File: src/rtl/pulse_burst_generator.sv
// Burst pulse generator: on start, emits count_in evenly spaced pulses on pulse_out.
// Reports busy/done/remaining and shows remaining[3:0] on a 7-segment digit.
module pulse_burst_generator #(
   parameter int unsigned CW          = 10,
   parameter int unsigned PERIOD      = 4,
   parameter int unsigned HIGH_CYCLES = 2
) (
   input  logic          CLOCK_50,
   input  logic          reset,
   input  logic          start,
   input  logic          abort,
   input  logic [CW-1:0] count_in,
   output logic          pulse_out,
   output logic          busy,
   output logic          done,
   output logic [CW-1:0] remaining,
   output logic [6:0]    HEX0
);

   localparam int unsigned PW = (PERIOD > 1) ? $clog2(PERIOD) : 1;
   localparam logic [PW-1:0] HighLast = PW'(HIGH_CYCLES - 1);
   localparam logic [PW-1:0] LowLast  = PW'(PERIOD - HIGH_CYCLES - 1);

   typedef enum logic [1:0] {StIdle, StHigh, StLow, StDone} state_e;

   state_e        state_q, state_d;
   logic [PW-1:0] phase_q, phase_d;
   logic [CW-1:0] remaining_q, remaining_d;
   logic          pulse_q, busy_q, done_q;
   logic [6:0]    hex_q, hex_d;

   always_comb begin
      state_d     = state_q;
      remaining_d = remaining_q;
      phase_d     = phase_q + PW'(1);
      unique case (state_q)
         StIdle: begin
            if (!abort && start) begin
               if (count_in == '0) begin
                  state_d = StDone;
               end else begin
                  state_d     = StHigh;
                  remaining_d = count_in;
               end
            end
         end
         StHigh: begin
            if (abort) begin
               state_d     = StIdle;
               remaining_d = '0;
            end else if (phase_q == HighLast) begin
               state_d     = StLow;
               remaining_d = remaining_q - CW'(1);
            end
         end
         StLow: begin
            if (abort) begin
               state_d     = StIdle;
               remaining_d = '0;
            end else if (phase_q == LowLast) begin
               state_d = (remaining_q != '0) ? StHigh : StDone;
            end
         end
         StDone: begin
            state_d = StIdle;
            if (abort) remaining_d = '0;
         end
         default: state_d = StIdle;
      endcase
      // Phase counts clocks spent in the current state; idle holds it at zero.
      if (state_d != state_q || state_q == StIdle) phase_d = '0;
   end

   always_comb begin
      hex_d = 7'b1000000;
      case (remaining_q[3:0])
         4'h0: hex_d = 7'b1000000;
         4'h1: hex_d = 7'b1111001;
         4'h2: hex_d = 7'b0100100;
         4'h3: hex_d = 7'b0110000;
         4'h4: hex_d = 7'b0011001;
         4'h5: hex_d = 7'b0010010;
         4'h6: hex_d = 7'b0000010;
         4'h7: hex_d = 7'b1111000;
         4'h8: hex_d = 7'b0000000;
         4'h9: hex_d = 7'b0010000;
         4'hA: hex_d = 7'b0001000;
         4'hB: hex_d = 7'b0000011;
         4'hC: hex_d = 7'b1000110;
         4'hD: hex_d = 7'b0100001;
         4'hE: hex_d = 7'b0000110;
         4'hF: hex_d = 7'b0001110;
         default: hex_d = 7'b1000000;
      endcase
   end

   // Outputs are decoded from the next state so they line up with the state entered.
   always_ff @(posedge CLOCK_50 or posedge reset) begin
      if (reset) begin
         state_q     <= StIdle;
         phase_q     <= '0;
         remaining_q <= '0;
         pulse_q     <= 1'b0;
         busy_q      <= 1'b0;
         done_q      <= 1'b0;
         hex_q       <= 7'b1000000;
      end else begin
         state_q     <= state_d;
         phase_q     <= phase_d;
         remaining_q <= remaining_d;
         pulse_q     <= (state_d == StHigh);
         busy_q      <= (state_d == StHigh) || (state_d == StLow);
         done_q      <= (state_d == StDone);
         hex_q       <= hex_d;
      end
   end

   assign pulse_out = pulse_q;
   assign busy      = busy_q;
   assign done      = done_q;
   assign remaining = remaining_q;
   assign HEX0      = hex_q;

endmodule

File: config.mk
export PLATFORM = sky130hd
export DESIGN_NAME = pulse_burst_generator
export DESIGN_NICKNAME = d
export VERILOG_FILES = /design/src/rtl/pulse_burst_generator.sv
export SDC_FILE = /design/constraint.sdc
export NUM_CORES = 1
export LEC_CHECK = 0
export BUFFER_PORTS_ARGS = -buffer_cell sky130_fd_sc_hd__buf_2
export CAP_MARGIN = 20
export CORE_MARGIN = 1.5
export CORE_UTILIZATION = 43
export CTS_BUF_LIST = sky130_fd_sc_hd__clkbuf_16
export DETAILED_ROUTE_END_ITERATION = 6
export PLACE_DENSITY = 0.66
export SLEW_MARGIN = 20
export SYNTH_ARGS = -nofsm -noshare
export SYNTH_HDL_FRONTEND = slang
export SYNTH_SLANG_ARGS = --single-unit
File: constraint.sdc
create_clock -name CLOCK_50 -period 3.62 [get_ports CLOCK_50]
set_clock_uncertainty 0.15 [all_clocks]
set_input_delay 0.543 -clock CLOCK_50 [delete_from_list [all_inputs] [get_ports CLOCK_50]]
set_output_delay 0.543 -clock CLOCK_50 [all_outputs]
set_load 0.005 [all_outputs]
==> results of run 1 <==
-- area by class of cell --
type,instances,area (sq um)
clock inverter,1,30.03
tap,44,55.05
timing repair buffer,33,165.2
sequential,24,601.8
fill,305,1415
inverter,9,33.78
clock buffer,3,75.07
multi-input combinational,103,726.9
-- through the flow --
| step | worst slack, ns | hold slack [ns] | area, sq um | power, W | util [%] |
|---|---|---|---|---|---|
| after floorplan | 1.398 | 0.2579 | 1421 | 0.0006986 | - |
| after global placement | 1.197 | 0.2679 | 1583 | 0.0008249 | 51.01 |
| after detailed placement | 1.189 | 0.2741 | 1583 | 0.0008318 | 51.01 |
| after CTS | 1.180 | 0.2873 | 1688 | 0.001146 | 54.40 |
| after global routing | 0.9735 | 0.3077 | 1688 | 0.001231 | 54.40 |
| final | 1.165 | 0.2816 | 1688 | 0.001142 | 54.40 |
-- state kept, by name (all words and copies together), names as in the netlist --
name / count
done: 1
HEX0: 7
busy: 1
pulse_out: 1
remaining: 10
state_q: 2
phase_q: 2
-- kinds of logic (layout without fill, tap and decap cells) --
| group | Yosys count | after routing | share of synthesized area [%] |
|---|---|---|---|
| AO/OA/AOI/OAI | 47 | 47 | 22.09 |
| adder cells (fa/ha/maj) | 9 | 9 | 7.923 |
| XOR/XNOR | 1 | 1 | 0.6163 |
| multiplexers | 7 | 7 | 5.369 |
| flip-flops | 24 | 24 | 42.34 |
| AND/OR/NAND/NOR | 39 | 39 | 15.14 |
| buffers and inverters | 19 | 46 | 6.513 |
-- layout by cell type (no fill, tap or decap), drive strengths merged, types with 5 or more instances in the layout --
cell type and instances:
buf 33, dfrtp 23, nor2 14, a21oi 11
o21ai 11, inv 9, ha 9, a22oi 6
o41ai 6, mux2i 5
-- how the worst max path moves through the flow --
stage                                         from                        to  slack, ns  cells past startpoint
after floorplan           remaining[0]$_DFFE_PP0P_  remaining[6]$_DFFE_PP0P_       1.40                      6
after global placement    remaining[0]$_DFFE_PP0P_  remaining[6]$_DFFE_PP0P_       1.20                      6
after detailed placement  remaining[0]$_DFFE_PP0P_  remaining[6]$_DFFE_PP0P_       1.19                      6
after CTS                     state_q[1]$_DFF_PP0_  remaining[2]$_DFFE_PP0P_       1.18                      4
after global routing          state_q[1]$_DFF_PP0_  remaining[2]$_DFFE_PP0P_       0.97                      4
final                         state_q[1]$_DFF_PP0_  remaining[2]$_DFFE_PP0P_       1.17                      4
-- layer usage --
layer | up-vias | wire (um) | GRT usage, %
met5 | - | 0 | 0
met4 | 0 | 34 | 6.211
met3 | 4 | 154 | 3.412
met2 | 42 | 1453 | 30.43
met1 | 598 | 1474 | 25.91
li1 | 595 | - | -
-- where the power goes --
| part | total, W | switching (W) | internal (W) |
|---|---|---|---|
| clock network | 0.000313 | 0.0000931 | 0.000220 |
| registers | 0.000444 | 0.0000965 | 0.000348 |
| logic | 0.000385 | 0.000203 | 0.000182 |
==> run_results.csv, run 1 <==
group,metric,value,unit
min_path,hold_class,"reg2reg",
route,vias,1239,
placement,dp_hpwl,2330,um
yosys,syn_inst,146,
sta,drv_slew,0,
placement,gp_congestion,0.9315,
global_route,grt_max_degree,25,
sta,final.setup.tns,0,ns
yosys,synth_common_cells,"dfrtp_1 (23), nor2_1 (13), a21oi_1 (11)",
worst_setup_path,crit_family,"simple AND/OR/NAND/NOR gates",
sta,worst_pin_slew,0.9029,ns
min_path,min_from,"phase_q[0]$_DFF_PP0_",
die,io_pins,34,
placement,dp_cells,213,
yosys,ys_ff_latch,24,
sta,period_needed,2.455,ns
yosys,syn-cell-area,1421,sq um
sta,final-hold-violation-count,0,
route,detail-route-antenna-nets,0,
sta,rsz0062_at_grt,"no",
clocking,ctsResizeCount,0,
worst_setup_path,r2r-end,"remaining[2]$_DFFE_PP0P_",
min_path,hold_depth,1,
run,maxCapViolCount,0,
worst_setup_path,r2r_slack,1.17,ns
die,start_util,45.81,%
yosys,syn_avg_cell_area,9.735,sq um
power,irDropWorstVdd,0.2453,mV
clocking,htree_levels,1,
clocking,postCtsHoldBufs,0,
worst_setup_path,crit_buf_inv,0,
worst_setup_path,cp.arrival,2.44,ns
die,coreArea,3103,sq um
yosys,yosysSeqAreaShare,42.34,%
clocking,clock_sinks,24,
route,drt_wl_total,3116,um
global_route,grt_usage,18.89,%
yosys,yosysMostFrequentCell,"dfrtp_1",
finish,area_delta_synth_final,18.75,%
worst_setup_path,crit_path_top_delay_cell,"a21boi_1",
yosys,yosysWarnings,0,
finish,drive_above_1_share,25.43,%
route,route.detailed.drc,0,
yosys,ys_types,44,
route,wl_per_cell,14.36,um
worst_setup_path,cp_max_fo,13,
yosys,synth_enable_flop_cells,0,
clocking,cts_max_path_buffers,2,
placement,io_buffer_count,33,
die,fp.dieH,60.50,um
finish,antenna_cells,0,
route,viasPerCell,5.710,
sta,setup_viol,0,
global_route,overflow,0,
clocking,worstSkewPairLatency,0.25,ns
outcome,status,"finished clean",
yosys,synth_area_leader_cell,"dfrtp_1",
finish,final_cells,217,
yosys,ys_top_cells_by_area,"dfrtp_1 (40%), ha_1 (7.9%), a21oi_1 (3.9%)",
worst_setup_path,timing.rr.start,"state_q[1]$_DFF_PP0_",
global_route,grt_pass1_vias,1182,
clocking,cts_tree,"built",
route,drt-initial-drc-count,78,
sta,max_freq,407.4,MHz
sta,fin_crit_sh,67.81,%
worst_setup_path,crit_required,3.61,ns
worst_setup_path,reg2reg_depth,4,
min_path,min_to,"phase_q[0]$_DFF_PP0_",
yosys,async_flop_share,100.0,%
die,dieArea,3660,sq um
yosys,synth_top_area_share,40.49,%
clocking,numCtsBuffers,3,
power,p_leak,0.7871,nW
global_route,antenna_found_initial,0,
clocking,root_buffer,"clkbuf_16",
worst_setup_path,max_stage_delay,0.52,ns
route,firstDrtPassIters,4,
yosys,ys.flop_type,"dfrtp_1",
global_route,grt_pass1_wl,5257,um
sta,slew-limit-headroom,39.25,%
worst_setup_path,startpoint_type,"flop",
die,die_w,60.50,um
yosys,synth_nets,169,
worst_setup_path,critPathKind,"reg2reg",
finish,fin_nets,197,
clocking,cts_setup_buffers,0,
worst_setup_path,endpoint_kind,"flop",
power,p_per_area,676.6,nW/um^2
clocking,clkTransAtPathRegs,0.06,ns
worst_setup_path,crit_chain,"nor2_2, a21boi_1, or3_1, mux2_4",
die,rows,20,
Note: power is estimated with default switching activity, not from simulation.
==> inputs of run 2 (changes only) <==
- clock period: 3.62 -> 2.4 ns (I/O delays scaled with it)
==> run_results.csv, run 2 (synthesis gave the netlist of run 1 again) <==
group,metric,value,unit
outcome,status,"complete, but fails checks",
outcome,violations,"negative hold slack",
clocking,htree_levels,1,
sta,fin_ws,0.2051,ns
finish,drive_above_1_share,30.48,%
sta,worst_pin_slew,0.6529,ns
sta,drv_slew,0,
die,io_pins,34,
finish,mostFrequentLayoutCell,"buf_2",
global_route,grt_max_degree,25,
global_route,antenna_found_initial,0,
placement,pre_cts_ws,0.2357,ns
route,drt-initial-drc-count,71,
global_route,grt_pass1_wl,5416,um
global_route,grt_usage,19.76,%
clocking,cts_setup_buffers,0,
worst_setup_path,startpoint_type,"flop",
die,rows,20,
die,dieArea,3660,sq um
clocking,root_buffer,"clkbuf_16",
worst_setup_path,crit_path_top_delay_cell,"nor3_1",
finish,antenna_cells,0,
clocking,clock_sinks,24,
clocking,numCtsBuffers,3,
worst_setup_path,crit_required,2.40,ns
route,route.detailed.drc,0,
global_route,overflow,0,
route,wl_per_cell,14.19,um
sta,rsz0062_at_grt,"no",
finish,final_cell_mix,"buf_2 (33), dfrtp_1 (23), buf_4 (14), nor2_1 (13), a21oi_1 (11)",
finish,largest_reg_flops,10,
route,drt_wl_total,3277,um
sta,final-hold-violation-count,23,
power,p_per_area,959.1,nW/um^2
sta,fin_crit_sh,91.45,%
sta,holdWs,-0.01197,ns
clocking,cts_tree,"built",
die,die_w,60.50,um
die,start_util,45.81,%
worst_setup_path,cp.arrival,2.19,ns
die,fp.dieH,60.50,um
placement,io_buffer_count,33,
clocking,postCtsHoldBufs,0,
run,maxCapViolCount,0,
worst_setup_path,cp_max_fo,6,
clocking,worstSkewPairLatency,0.26,ns
sta,period_needed,2.195,ns
sta,max_freq,455.6,MHz
worst_setup_path,max_stage_delay,0.52,ns
global_route,grt_pass1_vias,1189,
worst_setup_path,endpoint_kind,"flop",
min_path,hold_class,"in2async",
placement,gp_congestion,0.9031,
route,viasPerCell,5.576,
sta,slew-limit-headroom,56.14,%
route,vias,1288,
route,detail-route-antenna-nets,0,
placement,dp_hpwl,2473,um
die,coreArea,3103,sq um
clocking,clkTransAtPathRegs,0.06,ns
clocking,ctsResizeCount,0,
finish,area_delta_synth_final,24.30,%
power,p_leak,0.8477,nW
worst_setup_path,critPathKind,"reg2reg",
worst_setup_path,crit_chain,"ha_1, nor2b_1, nor3_1, or3_1, mux2_4",
sta,setup_viol,0,
clocking,cts_max_path_buffers,2,
finish,fin_nets,211,
power,irDropWorstVdd,0.3635,mV
route,firstDrtPassIters,4,
worst_setup_path,r2r_slack,0.21,ns
sta,final.setup.tns,0,ns
-- run 2: path summary, 6_finish.rpt --
kind / cells past startpoint / start / to
min in group CLOCK_50: 3 / count_in[1] / remaining[1]$_DFFE_PP0P_
min: 3 / reset / remaining[6]$_DFFE_PP0P_
max: 5 / phase_q[0]$_DFF_PP0_ / remaining[2]$_DFFE_PP0P_
max reg2reg: 5 / phase_q[0]$_DFF_PP0_ / remaining[2]$_DFFE_PP0P_
max in group asynchronous: 3 / reset / HEX0[6]$_DFF_PP1_
min reg2reg: 1 / phase_q[0]$_DFF_PP0_ / phase_q[0]$_DFF_PP0_
-- run 2: per-layer routing --
| metal | global-route usage [%] | up-vias | part of all wire (%) |
|---|---|---|---|
| met1 | 27.13 | 613 | 48 |
| met4 | 6.522 | 0 | 0.46 |
| met3 | 1.919 | 2 | 4.2 |
| li1 | - | 630 | - |
| met5 | 0 | - | 0 |
| met2 | 32.92 | 43 | 48 |
-- run 2: stage by stage --
| step | cells | power, W | hold WS (ns) | cell area [sq um] | utilization [%] |
|---|---|---|---|---|---|
| global placement | 227 | 0.001325 | 0.2659 | 1688 | 54.40 |
| global route | 231 | 0.001835 | 0.02764 | 1767 | 56.94 |
| detailed placement | 227 | 0.001345 | 0.2782 | 1688 | 54.40 |
| finish | 231 | 0.001694 | -0.01197 | 1767 | 56.94 |
| floorplan | 146 | 0.001054 | 0.2239 | 1421 | - |
| CTS | 231 | 0.001704 | 0.001990 | 1767 | 56.94 |
-- run 2: cell type report --
cell class | instances | area (sq um)
inverters | 9 | 33.78
repair buffers | 47 | 270.3
multi-input cells | 103 | 726.9
clock inverters | 1 | 3.754
well taps | 44 | 55.05
clock buffers | 3 | 75.07
flip-flops and latches | 24 | 601.8
fillers | 290 | 1336
-- run 2: worst max-delay path: cells and delay by family, from the launching register on --
family / cells / cell delay (ns)
mux: 1 / 0.32
flops: 1 / 0.38
fa+ha+maj: 1 / 0.26
simple gates: 3 / 0.99
-- run 2: power breakdown --
group | internal (W) | total, W | switching (W)
clock network | 0.000222 | 0.000358 | 0.000135
logic | 0.000346 | 0.000739 | 0.000392
registers | 0.000526 | 0.000598 | 0.0000716
total | 0.00109 | 0.00169 | 0.000599
